[src/rtl/cpu_pkg.sv]
// Shared CPU-wide constants and the fetch entry type used by the fetch stage.
package cpu_pkg;
    localparam int XLEN = 32;
    localparam int ILEN = 32;
    localparam logic [XLEN-1:0] RESET_VECTOR = 32'h0000_0000;
    localparam logic [XLEN-1:0] PC_STEP      = 32'd4;
    localparam logic [ILEN-1:0] NOP          = 32'h0000_0013;

    typedef struct packed {
        logic [XLEN-1:0] pc;
        logic [ILEN-1:0] instr;
    } fetch_entry_t;

    function automatic logic [XLEN-1:0] next_pc(input logic [XLEN-1:0] pc);
        return pc + PC_STEP;
    endfunction
endpackage

[src/rtl/fetch_queue.sv]
// Synchronous FIFO of fetch entries with push/pop/flush and an occupancy count.
module fetch_queue
    import cpu_pkg::*;
#(
    parameter int DEPTH = 2
) (
    input  logic                   clock,
    input  logic                   reset,
    input  logic                   flush,
    input  logic                   push,
    input  logic [XLEN-1:0]        push_pc,
    input  logic [ILEN-1:0]        push_instr,
    input  logic                   pop,
    output logic [XLEN-1:0]        head_pc,
    output logic [ILEN-1:0]        head_instr,
    output logic [$clog2(DEPTH):0] count
);
    localparam int AW = $clog2(DEPTH);
    localparam int CW = AW + 1;

    fetch_entry_t  slots [DEPTH];
    logic [AW-1:0] rd_ptr;
    logic [AW-1:0] wr_ptr;

    assign head_pc    = slots[rd_ptr].pc;
    assign head_instr = slots[rd_ptr].instr;

    always_ff @(posedge clock or negedge reset) begin
        if (!reset) begin
            rd_ptr <= '0;
            wr_ptr <= '0;
            count  <= '0;
            for (int i = 0; i < DEPTH; i++) begin
                slots[i] <= '0;
            end
        end else if (flush) begin
            rd_ptr <= '0;
            wr_ptr <= '0;
            count  <= '0;
        end else begin
            if (push) begin
                slots[wr_ptr] <= '{pc: push_pc, instr: push_instr};
                wr_ptr        <= wr_ptr + 1'b1;
            end
            if (pop) begin
                rd_ptr <= rd_ptr + 1'b1;
            end
            count <= count + CW'(push) - CW'(pop);
        end
    end

    // A push into a full queue only happens if the caller's credit accounting is broken.
    always_ff @(posedge clock) begin
        if (reset && !flush) begin
            assert (!(push && !pop && count == CW'(DEPTH)));
        end
    end
endmodule

[src/rtl/instr_fetch.sv]
// Instruction fetch: owns the PC, issues word reads over req/gnt + rvalid and queues
// returned words for the decoder. Define FETCH_ALIGN_CHECK_EN to fault on misaligned redirects.
module instr_fetch
    import cpu_pkg::*;
#(
    parameter logic [XLEN-1:0] RESET_PC = RESET_VECTOR,
    parameter int              QDEPTH   = 2
) (
    input  logic            clock,
    input  logic            reset,
    input  logic            halt,
    output logic            mem_req,
    output logic [XLEN-1:0] mem_addr,
    input  logic            mem_gnt,
    input  logic            mem_rvalid,
    input  logic [ILEN-1:0] mem_rdata,
    input  logic            redirect_valid,
    input  logic [XLEN-1:0] redirect_pc,
    output logic            instr_valid,
    input  logic            instr_ready,
    output logic [ILEN-1:0] instr_data,
    output logic [XLEN-1:0] instr_pc
`ifdef FETCH_ALIGN_CHECK_EN
    ,
    output logic            fetch_fault,
    output logic [XLEN-1:0] fault_pc
`endif
);
    localparam int CW = $clog2(QDEPTH) + 1;
    localparam logic [CW:0] CREDITS = (CW + 1)'(QDEPTH);

    logic [XLEN-1:0] fetch_pc, fetch_pc_nxt, target_pc;
    logic [CW-1:0]   outstanding, out_nxt, drop, drop_nxt, occ_nxt;
    logic [CW-1:0]   q_count, pend_count;
    logic            stale, stale_nxt;
    logic            grant, rv, rsp_drop, rsp_keep, q_pop, pend_push;
    logic            fault_nxt, issue_ok;
    logic [XLEN-1:0] pend_pc;
    logic [ILEN-1:0] pend_instr;

    assign grant     = mem_req & mem_gnt;
    assign rv        = mem_rvalid & (outstanding != '0);
    assign rsp_drop  = rv & (drop != '0);
    assign rsp_keep  = rv & (drop == '0) & ~redirect_valid;
    assign q_pop     = instr_valid & instr_ready;
    assign pend_push = grant & ~stale & ~redirect_valid;

`ifdef FETCH_ALIGN_CHECK_EN
    logic misaligned;
    assign misaligned = redirect_pc[1:0] != 2'b00;
    assign target_pc  = redirect_pc;
    assign fault_nxt  = redirect_valid ? misaligned : fetch_fault;

    always_ff @(posedge clock or negedge reset) begin
        if (!reset) begin
            fetch_fault <= 1'b0;
            fault_pc    <= '0;
        end else if (redirect_valid) begin
            fetch_fault <= misaligned;
            fault_pc    <= misaligned ? redirect_pc : '0;
        end
    end
`else
    logic unused_redirect_lsb;
    assign unused_redirect_lsb = ^redirect_pc[1:0];
    assign target_pc = {redirect_pc[XLEN-1:2], 2'b00};
    assign fault_nxt = 1'b0;
`endif

    // A redirect writes off every read already in flight plus an ungranted request,
    // which still completes at its old address ("stale") and is dropped on return.
    always_comb begin
        out_nxt = outstanding + CW'(grant) - CW'(rv);
        occ_nxt = redirect_valid ? '0 : q_count + CW'(rsp_keep) - CW'(q_pop);
        if (redirect_valid) begin
            drop_nxt     = out_nxt;
            stale_nxt    = mem_req & ~mem_gnt;
            fetch_pc_nxt = target_pc;
        end else begin
            drop_nxt     = drop - CW'(rsp_drop) + CW'(grant & stale);
            stale_nxt    = stale & ~grant;
            fetch_pc_nxt = (grant & ~stale) ? next_pc(fetch_pc) : fetch_pc;
        end
        issue_ok = ~halt & ~fault_nxt & (({1'b0, out_nxt} + {1'b0, occ_nxt}) < CREDITS);
    end

    always_ff @(posedge clock or negedge reset) begin
        if (!reset) begin
            mem_req     <= 1'b0;
            mem_addr    <= RESET_PC;
            fetch_pc    <= RESET_PC;
            outstanding <= '0;
            drop        <= '0;
            stale       <= 1'b0;
        end else begin
            outstanding <= out_nxt;
            drop        <= drop_nxt;
            stale       <= stale_nxt;
            fetch_pc    <= fetch_pc_nxt;
            if (!(mem_req && !mem_gnt)) begin
                mem_req  <= issue_ok;
                mem_addr <= fetch_pc_nxt;
            end
        end
    end

    always_ff @(posedge clock) begin
        if (reset) begin
            assert (!(mem_rvalid && outstanding == '0));
        end
    end

    fetch_queue #(.DEPTH(QDEPTH)) u_pend_q (
        .clock      (clock),
        .reset      (reset),
        .flush      (redirect_valid),
        .push       (pend_push),
        .push_pc    (mem_addr),
        .push_instr (NOP),
        .pop        (rsp_keep),
        .head_pc    (pend_pc),
        .head_instr (pend_instr),
        .count      (pend_count)
    );

    fetch_queue #(.DEPTH(QDEPTH)) u_instr_q (
        .clock      (clock),
        .reset      (reset),
        .flush      (redirect_valid),
        .push       (rsp_keep),
        .push_pc    (pend_pc),
        .push_instr (mem_rdata),
        .pop        (q_pop),
        .head_pc    (instr_pc),
        .head_instr (instr_data),
        .count      (q_count)
    );

    assign instr_valid = q_count != '0;

    logic unused_pend;
    assign unused_pend = ^{pend_instr, pend_count};
endmodule

[config.mk]
export PLATFORM = sky130hd
export DESIGN_NAME = instr_fetch
export DESIGN_NICKNAME = d
export VERILOG_FILES = /design/src/rtl/cpu_pkg.sv /design/src/rtl/fetch_queue.sv /design/src/rtl/instr_fetch.sv
export SDC_FILE = /design/constraint.sdc
export NUM_CORES = 1
export LEC_CHECK = 0
export BUFFER_PORTS_ARGS = -buffer_cell sky130_fd_sc_hd__buf_2
export CAP_MARGIN = 30
export CORE_MARGIN = 1.5
export CORE_UTILIZATION = 25
export CTS_CLUSTER_SIZE = 40
export DETAILED_ROUTE_END_ITERATION = 12
export PLACE_DENSITY = 0.46
export SYNTH_ARGS = -nofsm -noshare
export SYNTH_HDL_FRONTEND = slang
export SYNTH_SLANG_ARGS = --single-unit
[constraint.sdc]
create_clock -name clock -period 3 [get_ports clock]
set_input_delay 0.15 -clock clock [delete_from_list [all_inputs] [get_ports clock]]
set_output_delay 0.15 -clock clock [all_outputs]
set_load 0.05 [all_outputs]
==> flow_metrics.py <==
metrics = {
    "run_status": {
        "status": "finished, final reports clean",
    },
    "place": {
        "dp_slack_ns": 0.474,
        "gp_congestion": 0.756,
        "port_buffers": 166,
        "dp_hpwl_um": 21100,
        "dp_cells": 1708,
        "placed_area_um2": 13600,
    },
    "yosys": {
        "yosysSeqAreaShare_pct": 56.2,
        "syn_area_um2": 11900,
        "yosysUniqueCellTypes": 50,
        "ys_ff_latch": 268,
        "yosys_warnings": 0,
        "syn_inst": 970,
        "synth_nets": 1049,
        "avgSynthCellArea_um2": 12.3,
    },
    "floorplan": {
        "rows": 79,
        "core_um2": 46900,
        "fp.dieH_um": 221,
        "design.die.area_um2": 49000,
        "die_width_um": 221,
        "initial_utilization_pct": 25.4,
        "ioPinCount": 169,
    },
    "critical_path": {
        "rrSetupSlack_ns": 0.49,
        "end_kind": "flop",
        "r2r_end": "mem_req$_DFFE_PN0N_",
        "cp.required_ns": 3.43,
        "rr_worst_depth": 9,
        "worstPathMaxFanout": 3,
        "worstPathArrival_ns": 2.94,
        "start_kind": "flop",
        "r2r_start": "outstanding[1]$_DFF_PN0_",
        "worst-setup-path-type": "reg -> reg",
    },
    "route": {
        "via_per_inst": 4.45,
        "wire_per_inst_um": 17.2,
        "vias": 8138,
        "antenna_left": 0,
        "dr.pass1.iters": 6,
        "drcViolationCount": 0,
        "wl_um": 31400,
        "first_iter_violations": 339,
    },
    "layout": {
        "final-seq-area_um2": 6710,
        "fillers": 4735,
        "n_antenna_cell": 0,
        "final_common_cell": "dfrtp_1",
        "multiInputGateArea_um2": 4950,
        "syn_to_final_growth_pct": 27.9,
        "final_cell_mix": "dfrtp_1 (266), mux2_2 (211), buf_2 (165)",
        "drive_above_1_share_pct": 37.6,
        "final_nets": 1281,
        "finalNonFillerCells": 1829,
        "final_util_pct": 32.5,
        "final_area_um2": 15200,
    },
    "grt": {
        "grt_pass1_wl_um": 49700,
        "grt.total_usage_pct": 13.0,
        "grt_start_max_net_pins": 86,
        "grt_pass1_vias": 8303,
        "globalRouteOverflowTotal": 0,
        "antenna_found_initial": 0,
    },
    "pwr": {
        "p_per_area_nw_per_um2": 1090,
        "leakage_nw": 6.88,
        "irDropWorstVdd_mv": 0.454,
    },
    "cts": {
        "cts_buffer_depth": 3,
        "clk-insertion-delay-late_ns": 0.53,
        "clkSinkCount": 268,
        "tritoncts": "built",
        "clockRootBuffer": "clkbuf_16",
        "path_clk_slew_ns": 0.05,
        "cts-buffers-inserted": 34,
        "htreeDepth": 2,
        "cts_setup_buffers": 0,
        "ctsHoldBuffers": 65,
        "post_cts_resized": 0,
    },
    "timing": {
        "slew_headroom_pct": 55.7,
        "finalWorstSetupSlack_ns": 0.492,
        "finalCriticalPeriod_ns": 2.51,
        "rsz0062_at_grt": "no",
        "tightest_slew_ns": 0.665,
        "timing.final.crit_share_pct": 83.6,
        "final.setup_skew_ns": 0.0166,
        "finalSetupViolations": 0,
        "maxSlewViolCount": 0,
        "fmax_ghz": 0.399,
        "hold_viol_final": 0,
        "fin_tns_setup_ns": 0,
    },
    "min_path": {
        "min_path_cells": 4,
        "hold_class": "in -> reg",
        "hold-path-endpoint": "u_instr_q.rd_ptr$_DFFE_PN0P_",
        "worstHoldStart": "instr_ready",
    },
    "job": {
        "max-cap-violations": 0,
    },
}
==> where the power goes <==
group	internal, mW	switching (mW)	leakage (nW)
Clock	2.31	1.53	0.507
Sequential	4.92	0.889	3.37
Combinational	2.42	4.53	3.00
Total	9.65	6.95	6.88
==> how the worst max path moves through the flow <==
stage | start | to | cells past startpoint
final | outstanding[1]$_DFF_PN0_ | mem_req$_DFFE_PN0N_ | 9
after global routing | outstanding[1]$_DFF_PN0_ | mem_req$_DFFE_PN0N_ | 9
after CTS | outstanding[1]$_DFF_PN0_ | mem_req$_DFFE_PN0N_ | 9
after detailed placement | outstanding[0]$_DFF_PN0_ | mem_req$_DFFE_PN0N_ | 9
after global placement | u_instr_q.count[1]$_DFF_PN0_ | mem_req$_DFFE_PN0N_ | 9
after floorplan | u_instr_q.count[1]$_DFF_PN0_ | mem_req$_DFFE_PN0N_ | 9
==> critical path, cell delays in order, from the launching register on <==
cell and delay (ns):
dfrtp_1 0.38, o21ai_0 0.29, inv_1 0.11, ha_1 0.30
inv_1 0.04, ha_1 0.17, xnor2_1 0.13, xnor2_1 0.31
fa_1 0.45, o31ai_1 0.23
==> cell usage after synthesis, drive strengths merged <==
master,count,area [µm²]
or4,3,26.3
and4b,1,10.0
inv,12,45.0
a22o,1,8.76
xnor2,22,193
and4,3,26.3
ha,7,87.6
o31ai,4,30.0
and3,10,62.6
a21o,1,7.51
nand2b,1,6.26
and3b,1,8.76
or3,6,37.5
a21boi,1,7.51
nor4,9,92.6
a221oi,1,8.76
clkbuf,34,128
mux2,211,2380
o21ai,47,235
nand2,82,308
nand3,24,125
nor2,58,218
a221o,7,70.1
fa,1,20.0
xor2,10,87.6
clkinv,1,3.75
a31o,1,8.76
or2,2,12.5
dfrtp,268,6710
nand4,11,75.1
o211ai,2,15.0
o41ai,1,16.3
o21a,3,22.5
a21oi,41,205
buf,23,114
nor2b,6,37.5
mux2i,35,350
nor3,9,45.0
a31oi,3,18.8
and2,4,25.0
nand4b,3,41.3
==> state kept, by name, summed over array words and instances, names as in the netlist <==
signal and flops:
u_instr_q.slots 128, u_pend_q.slots 64, fetch_pc 32, mem_addr 32, drop 2, outstanding 2, u_instr_q.count 2, mem_req 1
stale 1, u_instr_q.rd_ptr 1, u_instr_q.wr_ptr 1, u_pend_q.rd_ptr 1, u_pend_q.wr_ptr 1
==> layout make-up <==
cell class / count / share of cell area (%)
Inverter: 13 / 0.320
Clock buffer: 52 / 6.64
Sequential cell: 268 / 44.0
Multi-Input combinational cell: 632 / 32.5
Clock inverter: 4 / 0.131
Tap cell: 607 / 4.98
Timing Repair Buffer: 253 / 11.5
==> logic make-up after synthesis <==
kind of cell             count (synthesis)  share of synthesized area, %
XOR/XNOR                                32                          2.35
buffers and inverters                   70                          2.43
flip-flops                             268                          56.2
adder cells (fa/ha/maj)                  8                         0.902
AO/OA/AOI/OAI                          113                          5.49
AND/OR/NAND/NOR                        233                          9.71
multiplexers                           246                          22.9
==> through the flow <==
step / hold WS, ns / power, mW
final: 0.0380 / 16.6
after global routing: 0.0700 / 17.6
after CTS: 0.0165 / 16.9
after detailed placement: 0.0906 / 12.9
after global placement: 0.0849 / 12.8
after floorplan: -0.146 / 11.0
==> routing by layer <==
layer  up-vias  track usage [%]  part of all wire, %
met5         -                0                    0
met4         0             3.54                  1.8
met3        43             3.12                  4.3
met2       155             20.1                   45
met1      4050             18.0                   49
li1       3890                -                    -
(Power assumes the default switching activity.)
